[src/rtl/icache_arbiter_if.sv]
// Bus bundle between the two icache requesters, the icache itself and the arbiter.
// master = requesters + memory side, slave = arbiter side.
interface icache_arbiter_if;
    logic        f_req;
    logic [29:0] f_addr;
    logic        f_gnt;
    logic        f_rvalid;
    logic [31:0] f_rdata;

    logic        d_req;
    logic [29:0] d_addr;
    logic        d_gnt;
    logic        d_rvalid;
    logic [31:0] d_rdata;

    logic [29:0] mem_addr;
    logic [31:0] mem_inst;

    modport master (
        output f_req, f_addr, d_req, d_addr, mem_inst,
        input  f_gnt, f_rvalid, f_rdata, d_gnt, d_rvalid, d_rdata, mem_addr
    );

    modport slave (
        input  f_req, f_addr, d_req, d_addr, mem_inst,
        output f_gnt, f_rvalid, f_rdata, d_gnt, d_rvalid, d_rdata, mem_addr
    );
endinterface

[src/rtl/icache_arbiter.sv]
// Shares the single-port icache between fetch (priority) and a data read port,
// with a starvation guard that force-grants the data port after MAX_WAIT denials.
module icache_arbiter #(
    parameter int unsigned MAX_WAIT = 4,
    parameter int unsigned CNT_W    = 16
) (
    input  logic             clk,
    input  logic             rst,
    icache_arbiter_if.slave  bus,
    output logic [CNT_W-1:0] d_stall_cnt
);

    localparam int unsigned        WAIT_W   = $clog2(MAX_WAIT + 1);
    localparam logic [WAIT_W-1:0]  WAIT_MAX = WAIT_W'(MAX_WAIT);

    logic [WAIT_W-1:0] wait_cnt;
    logic              owner_v;
    logic              owner;
    logic              force_d;
    logic              f_gnt_c;
    logic              d_gnt_c;

    // Grants are forced low while reset is held so no read is issued then.
    always_comb begin
        force_d = (wait_cnt >= WAIT_MAX);
        d_gnt_c = 1'b0;
        f_gnt_c = 1'b0;
        if (rst) begin
            d_gnt_c = bus.d_req & (~bus.f_req | force_d);
            f_gnt_c = bus.f_req & ~d_gnt_c;
        end
    end

    always_comb begin
        bus.mem_addr = '0;
        if (rst) begin
            bus.mem_addr = d_gnt_c ? bus.d_addr : bus.f_addr;
        end
    end

    assign bus.f_gnt = f_gnt_c;
    assign bus.d_gnt = d_gnt_c;

    // owner tags the read in flight; the icache answers one cycle after the grant.
    always_ff @(posedge clk) begin
        if (!rst) begin
            owner_v <= 1'b0;
            owner   <= 1'b0;
        end else begin
            owner_v <= f_gnt_c | d_gnt_c;
            owner   <= d_gnt_c;
        end
    end

    assign bus.f_rvalid = owner_v & ~owner;
    assign bus.d_rvalid = owner_v & owner;
    assign bus.f_rdata  = bus.mem_inst;
    assign bus.d_rdata  = bus.mem_inst;

    always_ff @(posedge clk) begin
        if (!rst) begin
            wait_cnt <= '0;
        end else if (d_gnt_c || !bus.d_req) begin
            wait_cnt <= '0;
        end else if (wait_cnt != WAIT_MAX) begin
            wait_cnt <= wait_cnt + WAIT_W'(1);
        end
    end

    always_ff @(posedge clk) begin
        if (!rst) begin
            d_stall_cnt <= '0;
        end else if (bus.d_req && !d_gnt_c && (d_stall_cnt != '1)) begin
            d_stall_cnt <= d_stall_cnt + CNT_W'(1);
        end
    end

endmodule

[src/flat_wrapper.sv]
// flat-port wrapper written by rule: the top's interface ports become plain ports
module icache_arbiter_flat 
#(
    parameter int unsigned MAX_WAIT = 4,
    parameter int unsigned CNT_W    = 16
)
  (clk, rst, d_stall_cnt, bus_f_req, bus_f_addr, bus_d_req, bus_d_addr, bus_mem_inst, bus_f_gnt, bus_f_rvalid, bus_f_rdata, bus_d_gnt, bus_d_rvalid, bus_d_rdata, bus_mem_addr);
  icache_arbiter_if bus_i ();
  input  logic clk;
  input  logic rst;
  output logic [CNT_W-1:0] d_stall_cnt;
  input wire logic [$bits(bus_i.f_req)-1:0] bus_f_req;
  input wire logic [$bits(bus_i.f_addr)-1:0] bus_f_addr;
  input wire logic [$bits(bus_i.d_req)-1:0] bus_d_req;
  input wire logic [$bits(bus_i.d_addr)-1:0] bus_d_addr;
  input wire logic [$bits(bus_i.mem_inst)-1:0] bus_mem_inst;
  output wire logic [$bits(bus_i.f_gnt)-1:0] bus_f_gnt;
  output wire logic [$bits(bus_i.f_rvalid)-1:0] bus_f_rvalid;
  output wire logic [$bits(bus_i.f_rdata)-1:0] bus_f_rdata;
  output wire logic [$bits(bus_i.d_gnt)-1:0] bus_d_gnt;
  output wire logic [$bits(bus_i.d_rvalid)-1:0] bus_d_rvalid;
  output wire logic [$bits(bus_i.d_rdata)-1:0] bus_d_rdata;
  output wire logic [$bits(bus_i.mem_addr)-1:0] bus_mem_addr;
  assign bus_i.f_req = bus_f_req;
  assign bus_i.f_addr = bus_f_addr;
  assign bus_i.d_req = bus_d_req;
  assign bus_i.d_addr = bus_d_addr;
  assign bus_i.mem_inst = bus_mem_inst;
  assign bus_f_gnt = bus_i.f_gnt;
  assign bus_f_rvalid = bus_i.f_rvalid;
  assign bus_f_rdata = bus_i.f_rdata;
  assign bus_d_gnt = bus_i.d_gnt;
  assign bus_d_rvalid = bus_i.d_rvalid;
  assign bus_d_rdata = bus_i.d_rdata;
  assign bus_mem_addr = bus_i.mem_addr;
  icache_arbiter #(.MAX_WAIT(MAX_WAIT), .CNT_W(CNT_W)) u_core (.clk(clk), .rst(rst), .bus(bus_i), .d_stall_cnt(d_stall_cnt));
endmodule
[config.mk]
export PLATFORM = sky130hd
export DESIGN_NAME = icache_arbiter_flat
export DESIGN_NICKNAME = d
export VERILOG_FILES = /design/src/rtl/icache_arbiter_if.sv /design/src/rtl/icache_arbiter.sv /design/src/flat_wrapper.sv
export SDC_FILE = /design/constraint.sdc
export NUM_CORES = 1
export LEC_CHECK = 0
export ABC_AREA = 1
export BUFFER_PORTS_ARGS = -buffer_cell sky130_fd_sc_hd__buf_2
export CORE_MARGIN = 4
export CORE_UTILIZATION = 40
export DETAILED_ROUTE_END_ITERATION = 8
export PLACE_DENSITY = 0.95
export SLEW_MARGIN = 20
export SYNTH_ARGS = -nofsm -noshare
export SYNTH_HDL_FRONTEND = slang
export SYNTH_SLANG_ARGS = --single-unit
export TNS_END_PERCENT = 50
[constraint.sdc]
create_clock -name clk -period 4.3 [get_ports clk]
set_input_delay 0.215 -clock clk [delete_from_list [all_inputs] [get_ports clk]]
set_output_delay 0.215 -clock clk [all_outputs]
set_load 0.05 [all_outputs]
==> results of run 1 <==
worst reg2reg max path: stages (launching register included):
cell and delay [ps]:
dfxtp_1 350, ha_1 270, nand3_2 130, inv_2 40, nand2_2 80, nor2_1 50, nor2_1 310, nand2_1 100
a21oi_1 130
cell type report:
| cell class | instances | share of cell area |
|---|---|---|
| clock buffers | 4 | 0.0197 |
| inverters | 20 | 0.0328 |
| multi-input cells | 234 | 0.475 |
| flip-flops and latches | 21 | 0.184 |
| well taps | 70 | 0.0383 |
| repair buffers | 114 | 0.251 |
worst min-delay path by stage:
stage	start	to	slack, ps	cells past startpoint
floorplan	rst	u_core.wait_cnt[0]	380	2
global placement	bus_mem_inst[11]	bus_d_rdata[11]	430	0
detailed placement	bus_mem_inst[11]	bus_d_rdata[11]	430	0
CTS	bus_f_req	u_core.owner_v	270	3
global route	bus_f_req	u_core.owner_v	290	3
finish	bus_f_req	u_core.owner_v	270	3
placed cells by master (no fill, tap or decap), types with 2 or more instances in the layout:
master    instances
dfxtp_1          21
a21oi_1          36
nand2_1          93
clkbuf_8          3
nor2_4            3
o21ai_0          10
inv_2             3
buf_2           113
nand2_2           3
ha_1              3
inv_1            16
nand3_1          12
nor2_1           59
nor3_1            2
xor2_1            4
nand3_2           4
power groups by stage:
stage	logic, mW	registers, mW	clock network, mW
finish	0.191	0.201	0.129
global route	0.206	0.202	0.142
CTS	0.192	0.201	0.135
detailed placement	0.192	0.206	0
global placement	0.190	0.206	0
floorplan	0.285	0.212	0
state kept, by name, summed over array words and instances (netlist names):
signal / flops
u_core.d_stall_cnt: 16
u_core.owner: 1
u_core.owner_v: 1
u_core.wait_cnt: 3
metal layers:
| layer | global-route usage | vias to the layer above | wire [microns] |
|---|---|---|---|
| li1 | - | 1120 | - |
| met1 | 0.181 | 961 | 2130 |
| met2 | 0.323 | 118 | 2870 |
| met3 | 0.0466 | 14 | 540 |
| met4 | 0.0608 | 0 | 121 |
| met5 | 0 | - | 0 |
kinds of logic (layout without fill, tap and decap cells):
family,Yosys count,in the layout,share of synthesized area
buffers and inverters,96,138,0.290
AO/OA/AOI/OAI,47,47,0.116
XOR/XNOR,5,5,0.0206
flip-flops,21,21,0.198
adder cells (fa/ha/maj),3,3,0.0177
AND/OR/NAND/NOR,179,179,0.357
==> flow_summary.json, run 1 <==
{
  "vias": 2213,
  "p_seq_frac": 0.386,
  "fmax_ghz": 0.391,
  "drt-total-wl_mm": 5.66,
  "netlist_area_sq_mm": 0.00212,
  "grt_pass1_wl_mm": 9.12,
  "yosysTopAreaCellShare": 0.230,
  "hold_class": "in2reg",
  "antenna_found_initial": 0,
  "diodes": 0,
  "nets": 493,
  "sw_frac_of_total": 0.392,
  "cpMostUsedCell": "nand2_1",
  "cts_setup_buffers": 0,
  "cts-root-buf": "clkbuf_8",
  "cp.depth": 8,
  "cap_violations": 0,
  "tightest_slew_ps": 789,
  "gp_congestion": 0.888,
  "first_iter_violations": 98,
  "startpoint_type": "flop",
  "hold_violations": 0,
  "crit_fanout": 34,
  "fp.coreArea_sq_mm": 0.00514,
  "cp-endpoint": "bus_mem_addr[2]",
  "setup_violations": 0,
  "initial_core_util": 0.413,
  "power_mw": 0.521,
  "avgRoutedWirePerCell_microns": 12.2,
  "slowest_stage": "inv_1",
  "yosysSeqAreaShare": 0.198,
  "finalMaxSlewViolations": 0,
  "rsz0062_at_grt": "false",
  "clkTransAtPathRegs_ps": 70,
  "clkSinkCount": 21,
  "fp.dieW_microns": 80.8,
  "die_area_sq_mm": 0.00653,
  "htreeDepth": 1,
  "peakVddDrop_mv": 0.127,
  "crit_type": "reg2out",
  "layout-drive-gt1-share": 0.336,
  "crit_start": "u_core.wait_cnt[2]",
  "async_reset_ff_frac": 0,
  "grt_max_degree": 35,
  "ctsHoldBuffers": 0,
  "synth_edf_count": 0,
  "clkPwrFrac": 0.247,
  "cp_data_required_time_ps": 4090,
  "r2r-start": "u_core.d_stall_cnt[0]",
  "r2r_cells": 8,
  "tritoncts": "yes",
  "syn_avg_cell_area_sq_um": 6.05,
  "p_per_area_mw_per_mm2": 228,
  "ys_warn_count": 0,
  "synth_commonest_cells": "nand2_1, buf_4, nor2_1, a21oi_1, dfxtp_1",
  "synth_top_area_cell": "buf_4",
  "cp_cell_sequence": "inv_1 -> nand2_1 -> nand2_1 -> buf_4 -> inv_1 -> nand2_1 -> a21oi_1 -> buf_2",
  "fin_ws_ps": 1740,
  "period_share": 0.595,
  "grt.overflow.total": 0,
  "critical_path.max_stage_delay_ps": 620,
  "slew_headroom": 0.473,
  "routed_via_density": 4.78,
  "fin_util": 0.445,
  "cts_buffer_depth": 2,
  "dpl_cell_area_sq_mm": 0.00224,
  "die_h_microns": 80.8,
  "leakagePower_nw": 1.21,
  "fin_skew_ps": 0.987,
  "track_usage": 0.172,
  "critPathBufInv": 4,
  "register_area_sq_um": 420,
  "area_growth_pct": 7.78,
  "holdWs_ps": 271,
  "rows": 26,
  "rrSetupSlack_ps": 2760,
  "ioPinCount": 210,
  "synth_most_common_cell": "nand2_1",
  "cp-end-kind": "output port",
  "switchingPower_mw": 0.204,
  "fillers": 550,
  "dp_cells": 459,
  "critPathArrivalTime_ps": 2350,
  "rr_endpoint": "u_core.d_stall_cnt[10]",
  "place.port_buffers": 113,
  "finalSetupTns_ps": 0,
  "synth_cell_type_count": 24,
  "hpwl_mm": 4.63,
  "synth_nets": 450,
  "pre_cts_slack_ps": 2050,
  "internal_power_mw": 0.317,
  "fin_cells": 463,
  "multi_input_area_sq_mm": 0.00109,
  "synth_ff_type": "dfxtp_1",
  "cts_buffers": 3,
  "clk_latency_ps": 260,
  "status": "finished clean",
  "drc_errors": 0,
  "synthTopCellsByArea": "buf_4, dfxtp_1, nand2_1, nor2_1, a21oi_1",
  "netlist_instances": 351,
  "power.share.combinational": 0.367,
  "ctsResizeCount": 0,
  "cp_top_family": "buffers and inverters",
  "final_antenna_net_count": 0,
  "layout_min_cycle_time_ps": 2560,
  "grt_pass1_vias": 2107,
  "synth-seq-cells": 21,
  "design_area_sq_mm": 0.00229,
  "first_pass_iters": 4
}
Power figures use the tool's default switching activity.
==> run 2: changes to the inputs <==
- ABC_AREA: 1 -> 0
- CORE_UTILIZATION: 40 -> 32
- PLACE_DENSITY: 0.95 -> 0.88
- clock period: 4.3 -> 2.35 ns (I/O delays scaled with it)
==> flow_summary.json, run 2 <==
{
  "status": "finished clean",
  "fin_util": 0.360,
  "grt_max_degree": 48,
  "rsz0062_at_grt": "false",
  "drc_errors": 0,
  "fmax_ghz": 0.464,
  "crit_start": "u_core.wait_cnt[2]",
  "hold_class": "in2reg",
  "layout-drive-gt1-share": 0.385,
  "r2r-start": "u_core.d_stall_cnt[0]",
  "cts_setup_buffers": 0,
  "sw_frac_of_total": 0.388,
  "grt.overflow.total": 0,
  "grt_pass1_wl_mm": 8.74,
  "multi_input_area_sq_um": 957,
  "synth_cell_type_count": 39,
  "finalMaxSlewViolations": 0,
  "pre_cts_slack_ps": 482,
  "synthTopCellsByArea": "buf_4, dfxtp_1, nand2_1, a21oi_1, xor2_1",
  "fin_ws_ps": 195,
  "area_growth_pct": 9.22,
  "register_area_sq_um": 420,
  "cts_buffers": 3,
  "yosysSeqAreaShare": 0.217,
  "fin_cells": 402,
  "syn_avg_cell_area_sq_um": 6.76,
  "finalSetupTns_ps": 0,
  "slew_headroom": 0.508,
  "ctsHoldBuffers": 0,
  "first_iter_violations": 58,
  "synth_nets": 386,
  "largestRegisters": "u_core.d_stall_cnt: 16 flops, u_core.wait_cnt: 3 flops",
  "nets": 427,
  "dpl_cell_area_sq_mm": 0.00207,
  "setup_violations": 0,
  "power_mw": 0.945,
  "p_seq_frac": 0.388,
  "drt-total-wl_mm": 5.73,
  "synth_ff_type": "dfxtp_1",
  "tritoncts": "yes",
  "period_share": 0.917,
  "ys_warn_count": 0,
  "rrSetupSlack_ps": 470,
  "clkPwrFrac": 0.252,
  "cts_buffer_depth": 2,
  "grt_pass1_vias": 1805,
  "use_met2": 0.248,
  "hold_violations": 0,
  "r2r_cells": 6,
  "netlist_instances": 287,
  "tightest_slew_ps": 736,
  "critPathArrivalTime_ps": 2040,
  "antenna_found_initial": 0,
  "die_h_microns": 85.9,
  "largest_reg_flops": 16,
  "synth_top_area_cell": "buf_4",
  "startpoint_type": "flop",
  "crit_fanout": 30,
  "htreeDepth": 1,
  "clkTransAtPathRegs_ps": 80,
  "grt-busiest-layer": "met2",
  "fp.dieW_microns": 85.9,
  "clk_latency_ps": 260,
  "final_cell_mix": "buf_2, nand2_1, a21oi_1",
  "die_area_sq_mm": 0.00737,
  "peakVddDrop_mv": 0.271,
  "vias": 1927,
  "routed_via_density": 4.79,
  "design_area_sq_mm": 0.00212,
  "cp-end-kind": "output port",
  "clkSinkCount": 21,
  "p_per_area_mw_per_mm2": 446,
  "dp_cells": 398,
  "gp_congestion": 0.829,
  "synth_most_common_cell": "nand2_1",
  "async_reset_ff_frac": 0,
  "first_pass_iters": 4,
  "power.share.combinational": 0.360,
  "netlist_area_sq_mm": 0.00194,
  "track_usage": 0.143,
  "rr_endpoint": "u_core.d_stall_cnt[3]",
  "layout_min_cycle_time_ps": 2150,
  "rows": 28,
  "final_antenna_net_count": 0,
  "synth_edf_count": 0,
  "ctsResizeCount": 0,
  "switchingPower_mw": 0.366,
  "fp.coreArea_sq_mm": 0.00589,
  "global_route.usage.met3": 0.0346,
  "yosysTopAreaCellShare": 0.248,
  "cp_data_required_time_ps": 2230,
  "holdWs_ps": 89.7,
  "hold_path_startpoint": "bus_f_req",
  "synth-seq-cells": 21,
  "internal_power_mw": 0.579,
  "hpwl_mm": 4.54,
  "fin_skew_ps": 2.25,
  "initial_core_util": 0.330,
  "diodes": 0,
  "cap_violations": 0,
  "place.port_buffers": 113,
  "leakagePower_nw": 1.08,
  "crit_type": "reg2out",
  "mostFrequentLayoutCell": "buf_2",
  "cp-endpoint": "bus_mem_addr[29]",
  "synth_commonest_cells": "nand2_1, buf_4, a21oi_1, dfxtp_1, nor2_1",
  "largest_register": "u_core.d_stall_cnt",
  "cts-root-buf": "clkbuf_8",
  "fillers": 628,
  "use_met1": 0.174,
  "avgRoutedWirePerCell_microns": 14.2,
  "ioPinCount": 210
}
==> run 2: cell count changes after synthesis, moves of 3 or more <==
cell,before,now
nor2_1,59,17
nand2_1,93,73
inv_1,16,4
o21ai_0,10,2
nand3_1,12,6
clkbuf_1,7,11
or3_1,0,4
xor2_1,4,8
and3_1,0,3
nand2_2,3,0
nand3_2,4,1
nor2_4,3,0
o211ai_1,0,3
==> run 2: routing by layer <==
metal / up-vias / part of all wire / wire length, microns
li1: 960 / - / -
met1: 843 / 0.38 / 2160
met2: 115 / 0.50 / 2860
met3: 9 / 0.10 / 592
met4: 0 / 0.021 / 120
met5: - / 0 / 0
==> run 2: critical path, cell delays in order, from the launching register on <==
cell and delay, ps:
dfxtp_1 330, nand2b_1 350, and2_1 190, buf_4 290, nand2_1 90, a21oi_1 210
buf_2 320
==> run 2: power by group through the flow <==
| stage | clock (mW) | combinational, mW | sequential, mW |
|---|---|---|---|
| 5_1_grt | 0.250 | 0.367 | 0.368 |
| 2_1_floorplan | 0 | 0.513 | 0.386 |
| 4_1_cts | 0.239 | 0.343 | 0.367 |
| 6_report | 0.238 | 0.340 | 0.367 |
| 3_5_place_dp | 0 | 0.342 | 0.375 |
| 3_3_place_gp | 0 | 0.339 | 0.374 |
==> run 2: area by class of cell <==
cell class | instances | share of cell area
Clock buffer | 4 | 0.0213
Inverter | 6 | 0.0106
Multi-Input combinational cell | 181 | 0.452
Sequential cell | 21 | 0.198
Tap cell | 75 | 0.0443
Timing Repair Buffer | 115 | 0.274
==> run 2: kinds of logic (layout without fill, tap and decap cells) <==
family | Yosys count | count (layout) | synth area share
DFF | 21 | 21 | 0.217
muxes | 1 | 1 | 0.00516
AOI/OAI and AO/OA | 52 | 52 | 0.170
adders and majority gates | 3 | 3 | 0.0193
buffers and inverters | 85 | 125 | 0.290
and+or+nand+nor | 117 | 117 | 0.263
xor gates and xnor gates | 8 | 8 | 0.0361
==> run 2: worst min path at each step <==
stage | end | slack [ps] | cells after the start
after floorplan | u_core.owner_v | 230 | 2
after global placement | bus_d_rdata[31] | 240 | 0
after detailed placement | bus_d_rdata[31] | 240 | 0
after CTS | u_core.owner_v | 90 | 3
after global routing | u_core.owner_v | 150 | 3
final | u_core.owner_v | 90 | 3
